**src/rtl/opb_pkg.sv**
```systemverilog
// Shared OPB types and helpers: FSM state encoding, big-endian bus lane
// conversion and the address-window match used by the register bank.
package opb_pkg;

    typedef enum logic {
        ST_IDLE = 1'b0,
        ST_ACK  = 1'b1
    } opb_state_t;

    // OPB numbers bits MSB-first; bus bit 0 is user bit 31.
    function automatic logic [31:0] to_le32(input logic [0:31] d);
        logic [31:0] r;
        r = '0;
        for (int i = 0; i < 32; i++) begin
            r[31-i] = d[i];
        end
        return r;
    endfunction

    function automatic logic [0:31] to_be32(input logic [31:0] d);
        logic [0:31] r;
        r = '0;
        for (int i = 0; i < 32; i++) begin
            r[i] = d[31-i];
        end
        return r;
    endfunction

    // BE[0] covers DBus[0:7], the most significant user byte.
    function automatic logic [3:0] to_le_be(input logic [0:3] be);
        logic [3:0] r;
        r = '0;
        for (int i = 0; i < 4; i++) begin
            r[3-i] = be[i];
        end
        return r;
    endfunction

    function automatic logic addr_in_window(input logic [31:0] addr,
                                            input logic [31:0] base,
                                            input logic [31:0] high);
        return (addr & ~(high - base)) == base;
    endfunction

endpackage

```
**src/rtl/opb_register_bank_if.sv**
```systemverilog
// OPB slave-side bus bundle; the master modport is what a bus model or
// arbiter drives, the slave modport is what the register bank consumes.
interface opb_register_bank_if;

    logic [0:31] OPB_ABus;
    logic [0:3]  OPB_BE;
    logic [0:31] OPB_DBus;
    logic        OPB_RNW;
    logic        OPB_select;
    logic        OPB_seqAddr;
    logic [0:31] Sl_DBus;
    logic        Sl_xferAck;
    logic        Sl_errAck;
    logic        Sl_retry;
    logic        Sl_toutSup;

    modport slave (
        input  OPB_ABus, OPB_BE, OPB_DBus, OPB_RNW, OPB_select, OPB_seqAddr,
        output Sl_DBus, Sl_xferAck, Sl_errAck, Sl_retry, Sl_toutSup
    );

    modport master (
        output OPB_ABus, OPB_BE, OPB_DBus, OPB_RNW, OPB_select, OPB_seqAddr,
        input  Sl_DBus, Sl_xferAck, Sl_errAck, Sl_retry, Sl_toutSup
    );

endinterface

```
**src/rtl/opb_reg_cell.sv**
```systemverilog
// One software register: byte-enable merge, optional read-only or
// self-clearing behaviour, and a one-cycle write strobe.
module opb_reg_cell #(
    parameter logic [31:0] RESET_VAL = 32'h0,
    parameter bit          IS_RO     = 1'b0,
    parameter bit          IS_PULSE  = 1'b0
) (
    input  logic        clk,
    input  logic        rst,
    input  logic        wr_en,
    input  logic [3:0]  be,
    input  logic [31:0] wdata,
    output logic [31:0] data_q,
    output logic        wr_stb
);

    // Read-only cells are sourced elsewhere; their stored copy stays zero.
    localparam logic [31:0] INIT_VAL = IS_RO ? 32'h0 : RESET_VAL;

    logic [31:0] merged;

    always_comb begin
        merged = data_q;
        for (int b = 0; b < 4; b++) begin
            if (be[b]) begin
                merged[8*b +: 8] = wdata[8*b +: 8];
            end
        end
    end

    // The strobe doubles as the "written last cycle" flag that lets a pulse
    // register fall back to its reset value.
    always_ff @(posedge clk) begin
        if (rst) begin
            data_q <= INIT_VAL;
            wr_stb <= 1'b0;
        end else begin
            wr_stb <= wr_en & ~IS_RO;
            if (!IS_RO && wr_en) begin
                data_q <= merged;
            end else if (!IS_RO && IS_PULSE && wr_stb) begin
                data_q <= RESET_VAL;
            end
        end
    end

endmodule

```
**src/rtl/opb_register_bank.sv**
```systemverilog
// OPB slave exposing C_NUM_REGS 32-bit software registers in one address
// window, with byte-enable writes, per-register strobes and error acks.
module opb_register_bank
    import opb_pkg::*;
#(
    parameter logic [31:0]              C_BASEADDR   = 32'h01020000,
    parameter logic [31:0]              C_HIGHADDR   = 32'h010200FF,
    parameter int                       C_OPB_AWIDTH = 32,
    parameter int                       C_OPB_DWIDTH = 32,
    parameter int                       C_NUM_REGS   = 4,
    parameter logic [63:0]              C_RO_MASK    = 64'h0,
    parameter logic [63:0]              C_PULSE_MASK = 64'h0,
    parameter logic [C_NUM_REGS*32-1:0] C_RESET_VAL  = '0
) (
    input  logic                       OPB_Clk,
    input  logic                       OPB_Rst,
    opb_register_bank_if.slave         bus,
    output logic [C_NUM_REGS*32-1:0]   user_data_out,
    input  logic [C_NUM_REGS*32-1:0]   user_data_in,
    output logic [C_NUM_REGS-1:0]      user_wr_stb
);

    localparam logic [31:0] WIN_MASK = C_HIGHADDR - C_BASEADDR;

    opb_state_t state_q, state_d;

    logic [C_OPB_AWIDTH-1:0] abus_le;
    logic [C_OPB_DWIDTH-1:0] wdata_le;
    logic [3:0]              be_le;
    logic [31:0]             word_idx;
    logic                    hit;
    logic                    ack_fire;
    logic                    wr_fire;

    logic [31:0] idx_q;
    logic        rnw_q;
    logic [3:0]  be_q;
    logic [31:0] wdata_q;
    logic        unmapped_q;
    logic [31:0] ro_sample_q;

    logic [31:0] ro_lane;
    logic [31:0] rd_word;
    logic [31:0] cell_q [C_NUM_REGS];
    logic [C_NUM_REGS-1:0] cell_wr;

    logic unused_seq;

    assign abus_le    = to_le32(bus.OPB_ABus);
    assign wdata_le   = to_le32(bus.OPB_DBus);
    assign be_le      = to_le_be(bus.OPB_BE);
    assign hit        = bus.OPB_select & addr_in_window(abus_le, C_BASEADDR, C_HIGHADDR);
    assign word_idx   = (abus_le & WIN_MASK) >> 2;
    assign unused_seq = bus.OPB_seqAddr;

    always_ff @(posedge OPB_Clk) begin
        if (OPB_Rst) begin
            state_q <= ST_IDLE;
        end else begin
            state_q <= state_d;
        end
    end

    // Ack is combinational on select so a master that drops select during
    // ACK aborts cleanly; reset in that cycle also suppresses it.
    always_comb begin
        state_d  = state_q;
        ack_fire = 1'b0;
        case (state_q)
            ST_IDLE: begin
                if (hit) begin
                    state_d = ST_ACK;
                end
            end
            ST_ACK: begin
                state_d  = ST_IDLE;
                ack_fire = bus.OPB_select & ~OPB_Rst;
            end
            default: state_d = ST_IDLE;
        endcase
    end

    always_ff @(posedge OPB_Clk) begin
        if (OPB_Rst) begin
            idx_q       <= '0;
            rnw_q       <= 1'b0;
            be_q        <= '0;
            wdata_q     <= '0;
            unmapped_q  <= 1'b0;
            ro_sample_q <= '0;
        end else if (state_q == ST_IDLE && hit) begin
            idx_q       <= word_idx;
            rnw_q       <= bus.OPB_RNW;
            be_q        <= be_le;
            wdata_q     <= wdata_le;
            unmapped_q  <= (word_idx >= 32'(C_NUM_REGS));
            ro_sample_q <= ro_lane;
        end
    end

    always_comb begin
        ro_lane = '0;
        rd_word = '0;
        for (int i = 0; i < C_NUM_REGS; i++) begin
            if (word_idx == 32'(i)) begin
                ro_lane = user_data_in[32*i +: 32];
            end
            if (idx_q == 32'(i)) begin
                rd_word = C_RO_MASK[i] ? ro_sample_q : cell_q[i];
            end
        end
    end

    assign wr_fire = ack_fire & ~rnw_q & ~unmapped_q;

    genvar gi;
    generate
        for (gi = 0; gi < C_NUM_REGS; gi++) begin : g_cell
            assign cell_wr[gi] = wr_fire && (idx_q == 32'(gi));

            opb_reg_cell #(
                .RESET_VAL (C_RESET_VAL[32*gi +: 32]),
                .IS_RO     (C_RO_MASK[gi]),
                .IS_PULSE  (C_PULSE_MASK[gi] & ~C_RO_MASK[gi])
            ) u_cell (
                .clk    (OPB_Clk),
                .rst    (OPB_Rst),
                .wr_en  (cell_wr[gi]),
                .be     (be_q),
                .wdata  (wdata_q),
                .data_q (cell_q[gi]),
                .wr_stb (user_wr_stb[gi])
            );

            assign user_data_out[32*gi +: 32] = cell_q[gi];
        end
    endgenerate

    assign bus.Sl_xferAck = ack_fire;
    assign bus.Sl_errAck  = ack_fire & unmapped_q;
    assign bus.Sl_DBus    = (ack_fire & rnw_q & ~unmapped_q) ? to_be32(rd_word) : '0;
    assign bus.Sl_retry   = 1'b0;
    assign bus.Sl_toutSup = 1'b0;

endmodule
```
**src/flat_wrapper.sv**
```systemverilog
// flat-port wrapper written by rule: the top's interface ports become plain ports
module opb_register_bank_flat import opb_pkg::*;
#(
    parameter logic [31:0]              C_BASEADDR   = 32'h01020000,
    parameter logic [31:0]              C_HIGHADDR   = 32'h010200FF,
    parameter int                       C_OPB_AWIDTH = 32,
    parameter int                       C_OPB_DWIDTH = 32,
    parameter int                       C_NUM_REGS   = 4,
    parameter logic [63:0]              C_RO_MASK    = 64'h0,
    parameter logic [63:0]              C_PULSE_MASK = 64'h0,
    parameter logic [C_NUM_REGS*32-1:0] C_RESET_VAL  = '0
)
  (OPB_Clk, OPB_Rst, user_data_out, user_data_in, user_wr_stb, bus_OPB_ABus, bus_OPB_BE, bus_OPB_DBus, bus_OPB_RNW, bus_OPB_select, bus_OPB_seqAddr, bus_Sl_DBus, bus_Sl_xferAck, bus_Sl_errAck, bus_Sl_retry, bus_Sl_toutSup);
  opb_register_bank_if bus_i ();
  input  logic OPB_Clk;
  input  logic OPB_Rst;
  output logic [C_NUM_REGS*32-1:0] user_data_out;
  input  logic [C_NUM_REGS*32-1:0] user_data_in;
  output logic [C_NUM_REGS-1:0] user_wr_stb;
  input wire logic [$bits(bus_i.OPB_ABus)-1:0] bus_OPB_ABus;
  input wire logic [$bits(bus_i.OPB_BE)-1:0] bus_OPB_BE;
  input wire logic [$bits(bus_i.OPB_DBus)-1:0] bus_OPB_DBus;
  input wire logic [$bits(bus_i.OPB_RNW)-1:0] bus_OPB_RNW;
  input wire logic [$bits(bus_i.OPB_select)-1:0] bus_OPB_select;
  input wire logic [$bits(bus_i.OPB_seqAddr)-1:0] bus_OPB_seqAddr;
  output wire logic [$bits(bus_i.Sl_DBus)-1:0] bus_Sl_DBus;
  output wire logic [$bits(bus_i.Sl_xferAck)-1:0] bus_Sl_xferAck;
  output wire logic [$bits(bus_i.Sl_errAck)-1:0] bus_Sl_errAck;
  output wire logic [$bits(bus_i.Sl_retry)-1:0] bus_Sl_retry;
  output wire logic [$bits(bus_i.Sl_toutSup)-1:0] bus_Sl_toutSup;
  assign bus_i.OPB_ABus = bus_OPB_ABus;
  assign bus_i.OPB_BE = bus_OPB_BE;
  assign bus_i.OPB_DBus = bus_OPB_DBus;
  assign bus_i.OPB_RNW = bus_OPB_RNW;
  assign bus_i.OPB_select = bus_OPB_select;
  assign bus_i.OPB_seqAddr = bus_OPB_seqAddr;
  assign bus_Sl_DBus = bus_i.Sl_DBus;
  assign bus_Sl_xferAck = bus_i.Sl_xferAck;
  assign bus_Sl_errAck = bus_i.Sl_errAck;
  assign bus_Sl_retry = bus_i.Sl_retry;
  assign bus_Sl_toutSup = bus_i.Sl_toutSup;
  opb_register_bank #(.C_BASEADDR(C_BASEADDR), .C_HIGHADDR(C_HIGHADDR), .C_OPB_AWIDTH(C_OPB_AWIDTH), .C_OPB_DWIDTH(C_OPB_DWIDTH), .C_NUM_REGS(C_NUM_REGS), .C_RO_MASK(C_RO_MASK), .C_PULSE_MASK(C_PULSE_MASK), .C_RESET_VAL(C_RESET_VAL)) u_core (.OPB_Clk(OPB_Clk), .OPB_Rst(OPB_Rst), .bus(bus_i), .user_data_out(user_data_out), .user_data_in(user_data_in), .user_wr_stb(user_wr_stb));
endmodule
```
**config.mk**
```make
export PLATFORM = sky130hd
export DESIGN_NAME = opb_register_bank_flat
export DESIGN_NICKNAME = d
export VERILOG_FILES = /design/src/rtl/opb_pkg.sv /design/src/rtl/opb_register_bank_if.sv /design/src/rtl/opb_reg_cell.sv /design/src/rtl/opb_register_bank.sv /design/src/flat_wrapper.sv
export SDC_FILE = /design/constraint.sdc
export NUM_CORES = 1
export LEC_CHECK = 0
export BUFFER_PORTS_ARGS = -buffer_cell sky130_fd_sc_hd__buf_2
export CAP_MARGIN = 20
export CORE_MARGIN = 2
export CORE_UTILIZATION = 44
export CTS_BUF_LIST = sky130_fd_sc_hd__clkbuf_16
export DETAILED_ROUTE_END_ITERATION = 12
export PLACE_DENSITY = 0.86
export SYNTH_ARGS = -nofsm -noshare
export SYNTH_HDL_FRONTEND = slang
export SYNTH_HIERARCHICAL = 1
export SYNTH_SLANG_ARGS = --single-unit
```
**constraint.sdc**
```tcl
create_clock -name OPB_Clk -period 2.3 [get_ports OPB_Clk]
set_input_delay 0.23 -clock OPB_Clk [delete_from_list [all_inputs] [get_ports OPB_Clk]]
set_output_delay 0.23 -clock OPB_Clk [all_outputs]
set_load 0.1 [all_outputs]
```
== Word level (Yosys, flattened, before mapping) ==
Cells that the tools add are included.
Operators by class
  eq/ne operators: 4
  multipliers: 0
  reduce and logical (&&, ||, !) cells: 22
  mux-type cells: 8
  div/mod/pow operators: 0
  add/subtract/negate cells: 0
  bitwise gates (word level): 11
  magnitude comparators: 1
  shift operators: 0
Operators with widths (number)
  two-way mux 32 bit: 5
  zero test 32 bit: 1
  AND reduction 2 bit: 16
  == test 24 x 17 -> 1 bit (second input constant): 1
  == test 6 x 2 -> 1 bit (second input constant): 2
  AND 1 bit: 7
  == test 6 x 1 -> 1 bit (second input constant): 1
  >= comparator 6 x 3 -> 1 bit (second input constant): 1
  logical AND 1 bit: 5
  NOT 1 bit: 4
  two-way mux 1 bit: 2
  one-hot mux 1 bit (2 select lines): 1
Storage, ports and cells
  register bits: 177
  memory bits (writable): 0
  bits in latches: 0
  ROM bits: 0
  word-level logic and storage cells: 72
  memories: 0

== Longest topological paths before layout ==
Gate-level depths: netlist of the first run.
  depth in word-level cells: 7
  mapped depth: 9
  mapped depth without buffers: 6

== Hierarchy ==
Netlist of the first run, hierarchy kept.
Modules (own cells, without submodules)
  opb_reg_cell: area an instance 1541.5 sq um, cells an instance 149, instances 4
  opb_register_bank: area an instance 2897.8 sq um, cells an instance 326, instances 1

== Worst setup path before layout of the first run ==
Ideal clock, no wire load.
  path kind: register to output
  start: register u_core.idx_q[5]
  end: output bus_Sl_DBus[10]
  cell stages (with the launch flop): 6
  data arrival time: 3.678 ns
  path slack: -1.608 ns
  path buffers: 1
  cell sequence: dfxtp_1 > or4_4 > buf_6 > nor3_4 > nand2_4 > a311oi_1
Between the ends
  cells in the longest elaborated chain, start to end: 6
  elaborated cells between the ends (all ways): 9
RTL lines
  from (decl): RTL line opb_register_bank.sv:35  | logic [31:0] idx_q;
  from (signal assigned): RTL line opb_register_bank.sv:92  | idx_q <= word_idx;
  zero test 32 bit: RTL line opb_register_bank.sv:108  | if (idx_q == 32'(i)) begin
  two-way mux 32 bit (3 in a row): RTL line opb_register_bank.sv:108
  two-way mux 32 bit *: RTL line opb_register_bank.sv:108
  two-way mux 32 bit *: RTL line opb_register_bank.sv:141  | assign bus.Sl_DBus = (ack_fire & rnw_q & ~unmapped_q) ? to_be32(rd_word) : '0;
  to (decl): RTL line flat_wrapper.sv:26  | output wire logic [$bits(bus_i.Sl_DBus)-1:0] bus_Sl_DBus;
Mark *: on every way between the ends. The rest lies on a longest branch, timed or not.

== Worst setup path after layout of the first run ==
  start: register u_core.idx_q[4]
  end: output bus_Sl_DBus[10]
Same word-level chain as after synthesis.

==> implementation parameters, run 1 <==
Parameter                              Value

Status
  Status    complete, but fails checks
  Violations in the final reports    setup timing

Die
  Horizontal extent of the die    148 um
  Chip Height    between 100 and 150 um
  CORE AREA    20,200 sq um
  Effective utilization at floorplan    ~45%
  Die Area    between 20,000 and 25,000 sq um
  Std-Cell Rows    52
  IO Pins    369

Critical path
  Crit path required time    2070 ps
  Class of the most critical setup path    reg -> out
  CP arrival    2270 ps
  Register-to-Register Path Depth    9
  Largest fanout of any net on the critical path    6
  Element type at the critical path end    primary output
  Element type at the critical path start    register

Pwr
  Sw Ratio    23.3%
  Relative contribution of sequential cells to total power    52.3%
  Post-layout power    5.85 mW
  Leakage    4.37 nW
  Internal    4.49 mW
  Share of total power in the clock network    45.2%
  Worst-case vdd ir drop    464 uV
  Combinational group share of total power    2.5%
  Net Sw Power    approximately 1.4 mW
  Pwr dens    515 nW/um^2

Global route
  Met1 track demand over resource in global routing    34.7%
  Highest-utilization routing layer at the global route stage    met2
  Grt met2 use    a little under two fifths
  Largest net degree at the start of global routing    178
  GR Layer Usage met3    6.76%
  Sum of overflow across all layers after global routing    0
  GRT Total Usage    24.8%
  Number of antenna violations at the first check in global routing    4
  First-pass GRT wire length    between 40 and 50 mm
  Via count of the first global-routing pass    7,511

Timing
  Minimum setup slack in the final design    -199 ps
  Max-slew violations    0
  Least-Margin Pin Slew    ~1200 ps
  Final hold violation count    0
  Number of endpoints failing setup at the final stage    121
  Crit share post-route    109%
  Min Tclk post-route    2500 ps
  Relative max-transition margin    a little under a quarter
  Highest achievable clock rate    0.400 GHz
  RSZ-0062 raised after global routing    true
  Worst clock skew on the final layout    between 10 and 15 ps

Hold path
  Hold Path Class    in -> reg
  Worst hold path cell count    3

Synthesis
  Netlist area before placement    between 9000 and 10,000 sq um
  Post-synthesis sequential element count    177
  Area share of the largest cell type after synthesis    39.1%
  Part of the Yosys area used for sequential elements    39.1%
  Leading cell types by total area after synthesis    sky130_fd_sc_hd__dfxtp_1 39%, sky130_fd_sc_hd__a21bo_1 12%, sky130_fd_sc_hd__nand3_1 9.5%
  Post-Syn Area per Cell    between 9 and 10 sq um
  Distinct cells, synth    35
  Number of instances in the synthesized netlist    around 920
  Count of synthesis-stage warnings from yosys    6
  Cell type with the highest aggregate area in the netlist    sky130_fd_sc_hd__dfxtp_1

Finish
  Most common cell after layout, fill and taps aside    sky130_fd_sc_hd__buf_2
  Share of post-route cells with drive strength above 1    41.4%
  Top library cells by usage in the layout, fill and taps aside    202 x sky130_fd_sc_hd__buf_2, 171 x sky130_fd_sc_hd__nand3_1, 170 x sky130_fd_sc_hd__dfxtp_1, 112 x sky130_fd_sc_hd__a21bo_1, 104 x sky130_fd_sc_hd__a21oi_1
  Final layout net count    1,296
  Layout-stage area growth over the synthesis result    25.4%
  Total of fill cells in the finished design    approximately 1,700
  Multi-input logic area    ~4800 sq um
  Layout Cells excl Fill    1,380
  Final design instance area without fill    11,400 sq um
  Final design utilization    56.2%
  Sequential cell area    3550 sq um

Clocking
  Total CTS buffers    17
  Later-pin clock latency in the skew report    roughly 430 ps
  CTS clk-pin slew, worst paths    70 ps
  H-tree depth    4
  Clock tree sinks    177
  Maximum buffer depth of the clock tree    2
  Cell chosen for the clock root    sky130_fd_sc_hd__clkbuf_16
  Clock tree from TritonCTS    done

Detailed routing
  DR DRC count    0
  Total wire length after detailed routing    27.3 mm
  Number of routed nets with antenna violations    0
  First-pass detailed-route iteration total    5
  Vias per std cell    5.86
  Starting DRT DRC Count    ~630
  Number of vias in the routed layout    8,090
  Wire per inst    just under 20 um

Placed design
  Post-placement cell count    1,344
  Final HPWL DP    18.6 mm
  Cell Area, Placed    10,800 sq um
  RD Place Congestion    0.827
  Buffers added on ports    235

Job
  Count of max-cap constraint violations    0
layout make-up:
| type | instances | area share, % |
|---|---|---|
| Antenna cell | 2 | 0.0440 |
| Clock buffer | 17 | 3.74 |
| Clock inverter | 15 | 0.826 |
| Inverter | 1 | 0.0330 |
| Multi-Input combinational cell | 627 | 42.2 |
| Sequential cell | 177 | 31.3 |
| Tap cell | 270 | 2.97 |
| Timing Repair Buffer | 271 | 18.9 |
cell families after synthesis:
kind of cell | synth area share [%]
multiplexers | 6.46
buffers and inverters | 9.72
other | 0.0414
flip-flops | 39.1
AND/OR/NAND/NOR | 14.4
AO/OA/AOI/OAI | 30.3
cells in the mapped netlist:
library cell and number:
sky130_fd_sc_hd__buf_4 14, sky130_fd_sc_hd__conb_1 1, sky130_fd_sc_hd__nor4b_1 2, sky130_fd_sc_hd__buf_2 23, sky130_fd_sc_hd__nor3b_1 1, sky130_fd_sc_hd__o21ai_0 49
sky130_fd_sc_hd__nand4_1 1, sky130_fd_sc_hd__a21bo_2 16, sky130_fd_sc_hd__inv_1 1, sky130_fd_sc_hd__buf_6 47, sky130_fd_sc_hd__dfxtp_1 177, sky130_fd_sc_hd__a311oi_1 7
sky130_fd_sc_hd__nand3b_1 1, sky130_fd_sc_hd__nor3_4 1, sky130_fd_sc_hd__and3_1 22, sky130_fd_sc_hd__nand3_1 172, sky130_fd_sc_hd__nor2_1 1, sky130_fd_sc_hd__a21oi_1 104
sky130_fd_sc_hd__and3_2 6, sky130_fd_sc_hd__a21oi_2 68, sky130_fd_sc_hd__a211oi_1 6, sky130_fd_sc_hd__nor4_1 6, sky130_fd_sc_hd__nand2_4 1, sky130_fd_sc_hd__nor3_1 1
sky130_fd_sc_hd__nand2_1 1, sky130_fd_sc_hd__buf_1 2, sky130_fd_sc_hd__or4_4 1, sky130_fd_sc_hd__and3b_1 1, sky130_fd_sc_hd__clkbuf_1 32, sky130_fd_sc_hd__mux4_2 26
sky130_fd_sc_hd__and4_1 1, sky130_fd_sc_hd__nand2b_1 6, sky130_fd_sc_hd__and2_1 1, sky130_fd_sc_hd__a21bo_1 112, sky130_fd_sc_hd__nor2b_1 11
through the flow:
step,hold WS (ps),worst slack (ps),setup TNS [ps]
after floorplan,378,-295,-1770
after global placement,465,64.5,0
after detailed placement,479,41.6,0
after CTS,26.9,-264,-9070
after global routing,35.2,-306,-26680
final,44.6,-199,-8950
flip-flops by register name, summed over array words and instances (netlist names):
register                     count
u_core/state_q                   1
u_core/idx_q                     6
u_core/g_cell.u_cell/wr_stb      4
u_core/unmapped_q                1
u_core/wdata_q                  32
u_core/g_cell.u_cell/data_q    128
u_core/be_q                      4
u_core/rnw_q                     1
path summary, 6_finish.rpt:
kind / from / end / slack (ps)
setup / recovery: u_core/idx_q[4] / bus_Sl_DBus[10] / -200
hold / removal: bus_OPB_ABus[2] / u_core/idx_q[0] / 40
setup reg to reg: u_core/idx_q[4] / u_core/g_cell[0].u_cell/data_q[30] / -100
hold reg to reg: u_core/idx_q[2] / u_core/idx_q[2] / 490
worst max-delay path, stage by stage, from the launching register on:
cell,delay [ps]
sky130_fd_sc_hd__dfxtp_2,320
sky130_fd_sc_hd__or4_4,540
sky130_fd_sc_hd__nor3_4,210
sky130_fd_sc_hd__nand2_4,190
sky130_fd_sc_hd__a311oi_4,360
sky130_fd_sc_hd__buf_12,220
metal layers:
metal | vias to the layer above | share of wire (%)
li1 | 3735 | -
met1 | 3905 | 44
met2 | 403 | 45
met3 | 43 | 9.5
met4 | 4 | 1.7
met5 | - | 0.099
timing repair:
| item | 4_1_cts | 5_1_grt |
|---|---|---|
| resized for setup | 8 | 1 |
| setup endpoints to repair | 32 | 161 |
| pin swaps | 6 | 4 |
| buffers inserted | 2 | 0 |
| hold buffers | 0 | 0 |
power by group through the flow:
stage / clock network (mW) / logic (mW) / registers, mW
floorplan: 0 / 0.0773 / 3.13
global placement: 0 / 0.145 / 3.13
detailed placement: 0 / 0.145 / 3.13
CTS: 2.67 / 0.146 / 3.06
global route: 2.80 / 0.157 / 3.06
finish: 2.64 / 0.147 / 3.06
(Power assumes the default switching activity.)
==> inputs of run 2 (changes only) <==
- REMOVE_ABC_BUFFERS: default -> 1
- SLEW_MARGIN: default -> 25
==> run 2 against run 1 <==
The run still ends with setup timing left. Combinational power up 5%. Worst hold slack better by 8.7 ps. Clock-buffer cell count unchanged. Setup slack better by 6.1 ps. Critical endpoint is now bus_Sl_DBus[23].
==> implementation parameters, run 2 (same netlist as run 1, synthesis figures left out) <==
Parameter                              Value

Status
  Status    complete, but fails checks (unchanged)
  Violations in the final reports    setup timing (unchanged)

Clocking
  Clock tree from TritonCTS    done (unchanged)
  Maximum buffer depth of the clock tree    2 (unchanged)
  Later-pin clock latency in the skew report    420 ps (was 430 ps)
  Post-CTS Hold Fix Bufs    0 (unchanged)
  Clock tree sinks    177 (unchanged)
  Total CTS buffers    17 (unchanged)
  Cell chosen for the clock root    sky130_fd_sc_hd__clkbuf_16 (unchanged)
  CTS clk-pin slew, worst paths    70 ps (about the same)
  H-tree depth    4 (unchanged)

Timing
  Worst clock skew on the final layout    15.3 ps (was 11.8 ps)
  Number of endpoints failing setup at the final stage    59 (was 121)
  Minimum setup slack in the final design    -193 ps (was -199 ps)
  Relative max-transition margin    28.7% (was 23.2%)
  Total Negative Setup Slacks    -4350 ps (was -8950 ps)
  Least-Margin Pin Slew    1070 ps (was 1150 ps)
  Min Tclk post-route    2490 ps (was 2500 ps)
  Max-slew violations    0 (unchanged)
  Crit share post-route    108% (was 109%)
  Highest achievable clock rate    0.401 GHz (was 0.400 GHz)
  Final hold violation count    0 (unchanged)
  RSZ-0062 raised after global routing    true (unchanged)

Critical path
  Class of the most critical setup path    reg -> out (unchanged)
  Element type at the critical path end    primary output (unchanged)
  Register-to-Register Path Depth    9 (unchanged)
  Crit path required time    2070 ps (about the same)
  Largest fanout of any net on the critical path    6 (unchanged)
  CP arrival    2260 ps (was 2270 ps)
  Element type at the critical path start    register (unchanged)

Hold path
  Hold Path Class    in -> reg (unchanged)
  Worst hold path cell count    3 (unchanged)

Global route
  Sum of overflow across all layers after global routing    0 (unchanged)
  First-pass GRT wire length    42.0 mm (was 42.3 mm)
  Largest net degree at the start of global routing    84 (was 178)
  Met1 track demand over resource in global routing    32.3% (was 34.7%)
  GR Layer Usage met3    5.77% (was 6.76%)
  Via count of the first global-routing pass    7,715 (was 7,511)
  GRT Total Usage    24.4% (was 24.8%)
  Number of antenna violations at the first check in global routing    0 (was 4)
  Grt met2 use    39.8% (was 37.7%)
  Highest-utilization routing layer at the global route stage    met2 (unchanged)

Pwr
  Leakage    4.52 nW (was 4.37 nW)
  Worst-case vdd ir drop    440 uV (was 464 uV)
  Post-layout power    6.07 mW (was 5.85 mW)
  Pwr dens    518 nW/um^2 (was 515 nW/um^2)

Finish
  Share of post-route cells with drive strength above 1    42.5% (was 41.4%)
  Layout-stage area growth over the synthesis result    29.2% (was 25.4%)
  Count of antenna diodes in the layout    0 (was 2)
  Largest register by flop count    u_core/g_cell.u_cell/data_q (unchanged)
  Sequential cell area    3550 sq um (about the same)
  Multi-input logic area    4810 sq um (was 4800 sq um)
  Largest registers ranked by flip-flop count    u_core/g_cell.u_cell/data_q: 128 flops, u_core/wdata_q: 32 flops, u_core/idx_q: 6 flops (unchanged)
  Top library cells by usage in the layout, fill and taps aside    202 x sky130_fd_sc_hd__buf_2, 171 x sky130_fd_sc_hd__nand3_1, 171 x sky130_fd_sc_hd__dfxtp_1, 112 x sky130_fd_sc_hd__a21bo_1, 93 x sky130_fd_sc_hd__a21oi_1 (was 202 x sky130_fd_sc_hd__buf_2, 171 x sky130_fd_sc_hd__nand3_1, 170 x sky130_fd_sc_hd__dfxtp_1, 112 x sky130_fd_sc_hd__a21bo_1, 104 x sky130_fd_sc_hd__a21oi_1)
  Final layout net count    1,319 (was 1,296)
  Flip-flop count of the largest register, all copies and words added    128 (unchanged)
  Most common cell after layout, fill and taps aside    sky130_fd_sc_hd__buf_2 (unchanged)
  Total of fill cells in the finished design    1,656 (was 1,694)
  Final design instance area without fill    11,700 sq um (was 11,400 sq um)

Detailed routing
  Vias per std cell    5.94 (was 5.86)
  Starting DRT DRC Count    641 (was 629)
  DR DRC count    0 (unchanged)
  First-pass detailed-route iteration total    7 (was 5)
  Number of vias in the routed layout    8,322 (was 8,090)
  Wire per inst    20.6 um (was 19.8 um)
  Number of routed nets with antenna violations    0 (unchanged)
  Total wire length after detailed routing    28.8 mm (was 27.3 mm)

Die
  Die Area    21,800 sq um (unchanged)
  Chip Height    148 um (unchanged)
  IO Pins    369 (unchanged)
  CORE AREA    20,200 sq um (unchanged)
  Effective utilization at floorplan    44.8% (unchanged)
  Horizontal extent of the die    148 um (unchanged)
  Std-Cell Rows    52 (unchanged)

Placed design
  RD Place Congestion    0.813 (was 0.827)
  Final HPWL DP    17.7 mm (was 18.6 mm)
  Buffers added on ports    235 (unchanged)
  Cell Area, Placed    10,700 sq um (was 10,800 sq um)

Job
  Count of max-cap constraint violations    0 (unchanged)
==> run 2: worst max-delay path, cell delays in order, from the launching register on <==
cell and delay, ps:
sky130_fd_sc_hd__dfxtp_1 310, sky130_fd_sc_hd__or4_4 560, sky130_fd_sc_hd__nor3_4 170, sky130_fd_sc_hd__buf_12 150, sky130_fd_sc_hd__nand2_8 80, sky130_fd_sc_hd__a311oi_2 240, sky130_fd_sc_hd__buf_4 170, sky130_fd_sc_hd__buf_12 160
==> run 2: timing repair <==
action                                  in CTS  in global routing
pin swaps                                    1                  2
buffers inserted                             7                  2
endpoints found under the setup margin      32                115
cloned                                       1                  8
resized for setup                           21                 21
==> run 2: final timing paths <==
kind	from	slack, ps	endpoint
max	u_core/idx_q[5]	-190	bus_Sl_DBus[23]
min	bus_OPB_DBus[17]	50	u_core/wdata_q[17]
max reg2reg	u_core/idx_q[5]	-40	u_core/g_cell[0].u_cell/data_q[24]
min reg2reg	u_core/idx_q[5]	480	u_core/idx_q[5]
==> run 2: layout make-up <==
class	instances	area share, %
Multi-Input combinational cell	627	41.1
Sequential cell	177	30.3
Timing Repair Buffer	294	20.8
Clock buffer	17	3.63
Tap cell	270	2.88
Clock inverter	15	1.23
Inverter	1	0.0321
==> run 2: power by group <==
part | internal, mW | total (mW) | switching, mW
Sequential | 3.06 | 3.06 | 0.0000000493
Combinational | 0.0501 | 0.155 | 0.105
Clock | 1.60 | 2.85 | 1.25
Total | 4.71 | 6.07 | 1.36
==> run 2: routing by layer <==
metal,vias to the layer above,part of all wire (%),wire [um]
met1,4002,41,11900
met2,484,47,13500
met3,54,10,2870
met4,0,2.0,587
met5,-,0,0
li1,3782,-,-
==> run 2: per-stage QoR <==
step                      worst slack (ps)  util (%)  hold WS [ps]  instances
final                                 -193      57.9          53.2       1401
after global routing                  -314      57.9          38.5       1401
after CTS                             -223      56.6          38.8       1394
after detailed placement              76.7      53.0           473       1356
after global placement                 123      53.0           464       1356
after floorplan                      -3190         -           292        805
